[src/rtl/viterbi_pkg.sv]
// rtl/viterbi_pkg.sv - shared state encoding, PRBS-7 constants and counter helpers
package viterbi_pkg;

    typedef enum logic [2:0] {
        ST_IDLE  = 3'd0,
        ST_RUN   = 3'd1,
        ST_TAIL  = 3'd2,
        ST_DRAIN = 3'd3,
        ST_DONE  = 3'd4
    } state_e;

    // PRBS-7, x^7 + x^6 + 1, MSB is the output bit
    localparam logic [6:0]  PRBS_SEED = 7'h7F;
    localparam logic [6:0]  PRBS_TAPS = 7'b110_0000;
    localparam logic [15:0] CT_MAX    = 16'hFFFF;

    function automatic logic [6:0] prbs_next(input logic [6:0] s);
        return {s[5:0], ^(s & PRBS_TAPS)};
    endfunction

    function automatic logic [15:0] sat_inc(input logic [15:0] v);
        return (v == CT_MAX) ? v : v + 16'd1;
    endfunction

endpackage

[src/rtl/viterbi_ref_delay.sv]
// rtl/viterbi_ref_delay.sv - DEPTH-stage clear-on-reset delay line
module viterbi_ref_delay #(
    parameter int DEPTH = 16,
    parameter int WIDTH = 1
) (
    input  logic             clk,
    input  logic             rst,
    input  logic [WIDTH-1:0] i_data,
    output logic [WIDTH-1:0] o_data
);

    generate
        if (DEPTH == 0) begin : g_pass
            assign o_data = i_data;
        end else begin : g_dly
            logic [WIDTH-1:0] r_pipe [DEPTH];

            always_ff @(posedge clk) begin
                if (rst) begin
                    for (int i = 0; i < DEPTH; i++) begin
                        r_pipe[i] <= '0;
                    end
                end else begin
                    r_pipe[0] <= i_data;
                    for (int i = 1; i < DEPTH; i++) begin
                        r_pipe[i] <= r_pipe[i-1];
                    end
                end
            end

            assign o_data = r_pipe[DEPTH-1];
        end
    endgenerate

endmodule

[src/rtl/viterbi_ber_ctrl.sv]
// rtl/viterbi_ber_ctrl.sv - frame sequencer, channel error injector and BER counter
module viterbi_ber_ctrl
    import viterbi_pkg::*;
#(
    parameter int DEC_LAT  = 16,
    parameter int ENC_LAT  = 1,
    parameter int TAIL_LEN = 2
) (
    input  logic        clk,
    input  logic        rst,
    input  logic        start_i,
    input  logic [15:0] frame_len_i,
    input  logic [7:0]  err_period_i,
    input  logic [3:0]  burst_len_i,
    input  logic [1:0]  err_bits_i,
    output logic        enc_en_o,
    output logic        enc_bit_o,
    output logic [1:0]  err_mask_o,
    input  logic        dec_bit_i,
    output logic        busy_o,
    output logic        done_o,
    output logic [15:0] bit_err_ct_o,
    output logic [15:0] inj_ct_o
);

    state_e      r_state;
    logic [15:0] r_frame_len;
    logic [7:0]  r_err_period;
    logic [3:0]  r_burst_len;
    logic [1:0]  r_err_bits;
    logic [6:0]  r_prbs;
    logic [15:0] r_bit_ct;
    logic [15:0] r_tail_ct;
    logic [15:0] r_cmp_ct;
    logic [7:0]  r_word_ct;
    logic [15:0] r_bit_err_ct;
    logic [15:0] r_inj_ct;
    logic        r_done;

    logic        w_start;
    logic        w_enc_en;
    logic        w_enc_bit;
    logic        w_pay_en;
    logic        w_strobe;
    logic        w_ref_en;
    logic        w_ref_bit;
    logic [1:0]  w_ref_data;
    logic        w_word_hit;
    logic [1:0]  w_mask;

    assign w_start   = (r_state == ST_IDLE) && start_i;
    assign w_enc_en  = (r_state == ST_RUN) || (r_state == ST_TAIL);
    assign w_pay_en  = (r_state == ST_RUN);
    assign w_enc_bit = w_pay_en & r_prbs[6];

    // Word strobe: encoder enable as seen at the channel
    viterbi_ref_delay #(
        .DEPTH (ENC_LAT),
        .WIDTH (1)
    ) u_strobe_dly (
        .clk    (clk),
        .rst    (rst),
        .i_data (w_enc_en),
        .o_data (w_strobe)
    );

    // Reference bit and payload-only enable aligned to the decoder output
    viterbi_ref_delay #(
        .DEPTH (DEC_LAT),
        .WIDTH (2)
    ) u_ref_dly (
        .clk    (clk),
        .rst    (rst),
        .i_data ({w_pay_en, w_enc_bit}),
        .o_data (w_ref_data)
    );

    assign w_ref_en  = w_ref_data[1];
    assign w_ref_bit = w_ref_data[0];

    // Burst sits at the end of each period; a burst no shorter than the period hits every word
    assign w_word_hit = ({4'b0000, r_burst_len} >= r_err_period) ||
                        (r_word_ct >= (r_err_period - {4'b0000, r_burst_len}));

    assign w_mask = (w_strobe && (r_err_period != 8'd0) && (r_err_bits != 2'b00) && w_word_hit)
                    ? r_err_bits : 2'b00;

    always_ff @(posedge clk) begin
        if (rst) begin
            r_state      <= ST_IDLE;
            r_frame_len  <= 16'd0;
            r_err_period <= 8'd0;
            r_burst_len  <= 4'd0;
            r_err_bits   <= 2'b00;
            r_prbs       <= PRBS_SEED;
            r_bit_ct     <= 16'd0;
            r_tail_ct    <= 16'd0;
            r_done       <= 1'b0;
        end else begin
            r_done <= 1'b0;
            case (r_state)
                ST_IDLE: begin
                    if (start_i) begin
                        r_frame_len  <= frame_len_i;
                        r_err_period <= err_period_i;
                        r_burst_len  <= burst_len_i;
                        r_err_bits   <= err_bits_i;
                        r_prbs       <= PRBS_SEED;
                        r_bit_ct     <= 16'd0;
                        r_tail_ct    <= 16'd0;
                        r_state      <= (frame_len_i == 16'd0) ? ST_DONE : ST_RUN;
                    end
                end
                ST_RUN: begin
                    r_prbs   <= prbs_next(r_prbs);
                    r_bit_ct <= r_bit_ct + 16'd1;
                    if (r_bit_ct == r_frame_len - 16'd1) begin
                        r_state <= (TAIL_LEN == 0) ? ST_DRAIN : ST_TAIL;
                    end
                end
                ST_TAIL: begin
                    r_tail_ct <= r_tail_ct + 16'd1;
                    if (r_tail_ct == 16'(TAIL_LEN - 1)) begin
                        r_state <= ST_DRAIN;
                    end
                end
                ST_DRAIN: begin
                    if (r_cmp_ct == r_frame_len) begin
                        r_state <= ST_DONE;
                    end
                end
                ST_DONE: begin
                    r_done  <= 1'b1;
                    r_state <= ST_IDLE;
                end
                default: begin
                    r_state <= ST_IDLE;
                end
            endcase
        end
    end

    always_ff @(posedge clk) begin
        if (rst || w_start) begin
            r_word_ct    <= 8'd0;
            r_cmp_ct     <= 16'd0;
            r_bit_err_ct <= 16'd0;
            r_inj_ct     <= 16'd0;
        end else begin
            if (w_strobe) begin
                if ((r_err_period == 8'd0) || (r_word_ct == r_err_period - 8'd1)) begin
                    r_word_ct <= 8'd0;
                end else begin
                    r_word_ct <= r_word_ct + 8'd1;
                end
            end
            if (w_mask != 2'b00) begin
                r_inj_ct <= sat_inc(r_inj_ct);
            end
            if (w_ref_en) begin
                r_cmp_ct <= r_cmp_ct + 16'd1;
                if (dec_bit_i != w_ref_bit) begin
                    r_bit_err_ct <= sat_inc(r_bit_err_ct);
                end
            end
        end
    end

    assign enc_en_o     = w_enc_en;
    assign enc_bit_o    = w_enc_bit;
    assign err_mask_o   = w_mask;
    assign busy_o       = (r_state != ST_IDLE);
    assign done_o       = r_done;
    assign bit_err_ct_o = r_bit_err_ct;
    assign inj_ct_o     = r_inj_ct;

endmodule
[config.mk]
export PLATFORM = sky130hd
export DESIGN_NAME = viterbi_ber_ctrl
export DESIGN_NICKNAME = d
export VERILOG_FILES = /design/src/rtl/viterbi_pkg.sv /design/src/rtl/viterbi_ref_delay.sv /design/src/rtl/viterbi_ber_ctrl.sv
export SDC_FILE = /design/constraint.sdc
export NUM_CORES = 1
export LEC_CHECK = 0
export ABC_AREA = 0
export BUFFER_PORTS_ARGS = -buffer_cell sky130_fd_sc_hd__buf_2
export CAP_MARGIN = 20
export CORE_MARGIN = 3
export CORE_UTILIZATION = 50
export CTS_CLUSTER_DIAMETER = 40
export DETAILED_ROUTE_END_ITERATION = 8
export PLACE_DENSITY = 0.69
export REMOVE_ABC_BUFFERS = 1
export SYNTH_ARGS = -nofsm -noshare
export SYNTH_HDL_FRONTEND = slang
export SYNTH_SLANG_ARGS = --single-unit
[constraint.sdc]
create_clock -name clk -period 3.7 [get_ports clk]
set_input_delay 0.74 -clock clk [delete_from_list [all_inputs] [get_ports clk]]
set_output_delay 0.74 -clock clk [all_outputs]
set_load 0.1 [all_outputs]
==> summary.txt <==
outcome - complete, but fails checks
failing checks - setup timing
Post-synth EDFFs - 0
post-synth top area cell - dfxtp_1
Power Density - 594 nW/µm²
worst clock skew - 0.0114 ns
FMAX - 258 MHz
first-pass GRT wire length - 29000 µm
Post-DRT Antenna Nets - 0
max cap viols - 0
Worst Tran Pin Value - 0.926 ns
Worst-path clk slew - 0.06 ns
Worst Path Required - 2.96 ns
core footprint - 15300 µm²
hold path depth - 1
crit path time final - 3.87 ns
Worst path slowest cell - fa_2
DRT iter0 DRCs - 325
Arrival @ worst endpoint - 3.13 ns
met3 wire len - 790 µm
ys async rst share - 0
CTS buffer count - 17
number of vias per cell - 5.47
Detailed Route WL - 17300 µm
Ys Warns - 0
synth unique cells - 61
antenna fix cells - 0
endpoints failing hold - 0
vias after detailed routing - 6734
1st-pass router iterations - 5
Fillers - 1403
hold path start - u_ref_dly.g_dly.r_pipe[0][27]
Final Cell Area - 9150 µm²
hpwl dp - 11700 µm
cell area after placement - 8420 µm²
Area Growth Syn to Fin - 16.0%
worst vdd ir - 0.698 mV
r2r setup slk - 0.25 ns
DIE AREA - 17300 µm²
Tcrit/Tclk final - 1.05
GRT overflow - 0
Initial Utilization - 0.515
Crit. End Element - output port
setup TNS - -0.337 ns
Residual DRC - 0
IO Pins - 72
root buf cell - clkbuf_16
worst slack, placed - -0.0326 ns
unrepaired setup endpoints after global routing - true
CP Class - reg -> out
RR Startpoint - r_err_period[0]
syn_area_per_cell - 8.30 µm²
Yosys top cell area share - 0.411
Main synth FF type - dfxtp_1
startpoint types - flop
Synth Cell Area - 7890 µm²
pins over their slew limit - 0
top cells by area, synth - dfxtp_1, xnor2_1, nand2_1, a21oi_1, nor2_1
DIE WIDTH - 132 µm
number of synthesized register bits - 162
routed len/inst - 14.0 µm
Crit path largest cell delay - 0.36 ns
Final setup viols - 2
crit-path max FO - 3
highest routed metal layer - met4
DRT met1 WL - 8350 µm
port buffer count - 71
Die Height - 132 µm
Hold Path Class - reg -> reg
Hold Buf Count CTS - 0
Mapped Cells - 951
Total GRT Usage - 0.200
initial antenna violation count - 0
Worst R2R Path Depth - 15
final net count - 1063
Static Leak - 3.34 nW
metal2 WL - 7870 µm
largest net degree at the start of global routing - 89
top cells by count, synth - dfxtp_1, nand2_1, nor2_1, a21oi_1, xnor2_1
clock sinks - 162
final setup margin - -0.170 ns
routability cong. - 0.856
H-tree levels - 4
worst hold endpoint - u_ref_dly.g_dly.r_pipe[0][29]
Slew headroom - 0.383
Clk Latency, worst-skew pair - 0.42 ns
worst path cell trace - inv_2 -> ha_4 -> inv_2 -> fa_2 -> a21o_1 -> a21oi_2 -> nand2_1 -> xor2_1 -> ha_1 -> nand4_1 -> o31a_1 -> a21oi_2 -> and2_4 -> buf_12
row count - 45
share of post-route cells with drive strength above 1 - 0.152
reg-to-reg endpoint - inj_ct_o[4]
cell with the most instances after synthesis - dfxtp_1
sequential area share after synthesis - 0.411
CTS tree - yes
vias in the first global route - 6062
clock tree buffer depth - 2
## worst max-delay path by stage
stage	slack, ns	to	start
CTS	-0.19	err_mask_o[0]	r_err_period[0]
global route	-0.32	err_mask_o[0]	r_err_period[0]
floorplan	-0.38	err_mask_o[0]	r_err_period[0]
finish	-0.17	err_mask_o[1]	r_err_period[0]
detailed placement	-0.03	err_mask_o[0]	r_err_period[0]
global placement	0.03	err_mask_o[1]	r_err_period[0]
## metrics by stage
step	cells	hold WS [ns]	total power [W]	utilization
after floorplan	899	0.414	0.00312	-
after global placement	1193	0.415	0.00351	0.550
after detailed placement	1193	0.422	0.00352	0.550
after CTS	1229	0.436	0.00547	0.596
after global routing	1231	0.454	0.00575	0.598
final	1231	0.433	0.00544	0.598
## state kept, by name, summed over array words and instances, names as in the netlist
signal and flops:
r_word_ct 8, r_frame_len 16, r_prbs 7, inj_ct_o 16
r_state 3, r_err_bits 2, bit_err_ct_o 16, r_cmp_ct 16
r_tail_ct 16, r_err_period 8, r_burst_len 4, u_strobe_dly.g_dly.r_pipe 1
r_bit_ct 16, done_o 1, u_ref_dly.g_dly.r_pipe 32
## timing repair
| item | 4_1_cts | 5_1_grt |
|---|---|---|
| pin swaps | 15 | 5 |
| hold endpoints to repair | 0 | 0 |
| buffers inserted | 4 | 2 |
| gates resized for setup | 17 | 2 |
| endpoints found under the setup margin | 2 | 12 |
| gates cloned | 0 | 0 |
## power by group
part	switching [W]	internal [W]	total (W)
registers	0.000165	0.00185	0.00201
logic	0.000949	0.000609	0.00156
clock network	0.000717	0.00115	0.00187
## worst max-delay path: cells and delay by family, from the launching register on
kind / cells / cell delay, ns
AND/OR/NAND/NOR: 3 / 0.34
AO/OA/AOI/OAI: 4 / 0.85
flip-flops: 1 / 0.32
XOR/XNOR: 1 / 0.14
buffers and inverters: 3 / 0.27
adder cells (fa/ha/maj): 3 / 0.79
## layout by cell type, fill, tap and decap left out, types with 4 or more instances in the layout
| master | netlist | final |
|---|---|---|
| nand3_1 | 43 | 43 |
| nor2b_1 | 32 | 32 |
| ha_1 | 21 | 19 |
| or2_2 | 5 | 5 |
| and3_1 | 13 | 13 |
| or4_1 | 14 | 14 |
| bufinv_16 | 0 | 4 |
| nand2b_1 | 5 | 4 |
| nand4_1 | 28 | 28 |
| o21bai_1 | 7 | 7 |
| xor2_1 | 29 | 29 |
| o21ai_0 | 20 | 20 |
| nor4_1 | 13 | 12 |
| dfxtp_1 | 162 | 157 |
| o21a_1 | 5 | 5 |
| dfxtp_2 | 0 | 5 |
| a21oi_1 | 75 | 72 |
| a21o_1 | 8 | 7 |
| nand2_1 | 121 | 120 |
| buf_2 | 11 | 68 |
| o31ai_1 | 13 | 13 |
| nor4_2 | 4 | 5 |
| inv_1 | 21 | 18 |
| nor2_1 | 90 | 90 |
| buf_4 | 0 | 19 |
| o211ai_1 | 10 | 10 |
| clkbuf_16 | 0 | 17 |
| xnor2_1 | 59 | 59 |
| or3_1 | 16 | 16 |
| nor3_1 | 23 | 23 |
| a311oi_1 | 5 | 5 |
| and4_1 | 6 | 6 |
## cell families after synthesis
kind of cell / synth area share
AOI/OAI and AO/OA: 0.131
xor gates and xnor gates: 0.0977
adders and majority gates: 0.0358
buffers and inverters: 0.0374
DFF: 0.411
muxes: 0.0124
and+or+nand+nor: 0.275
## per-layer routing
metal,vias up,GRT usage
met3,20,0.0375
met1,3142,0.274
li1,3446,-
met4,0,0.0688
met5,-,0
met2,126,0.316
## area by class of cell
type / count / area, µm² / area share
Clock inverter: 12 / 180 / 0.0197
Tap cell: 211 / 264 / 0.0288
Multi-Input combinational cell: 716 / 4410 / 0.482
Timing Repair Buffer: 89 / 523 / 0.0572
Clock buffer: 20 / 447 / 0.0488
Sequential cell: 162 / 3250 / 0.355
Inverter: 21 / 78.8 / 0.00861
Power figures use the tool's default switching activity.
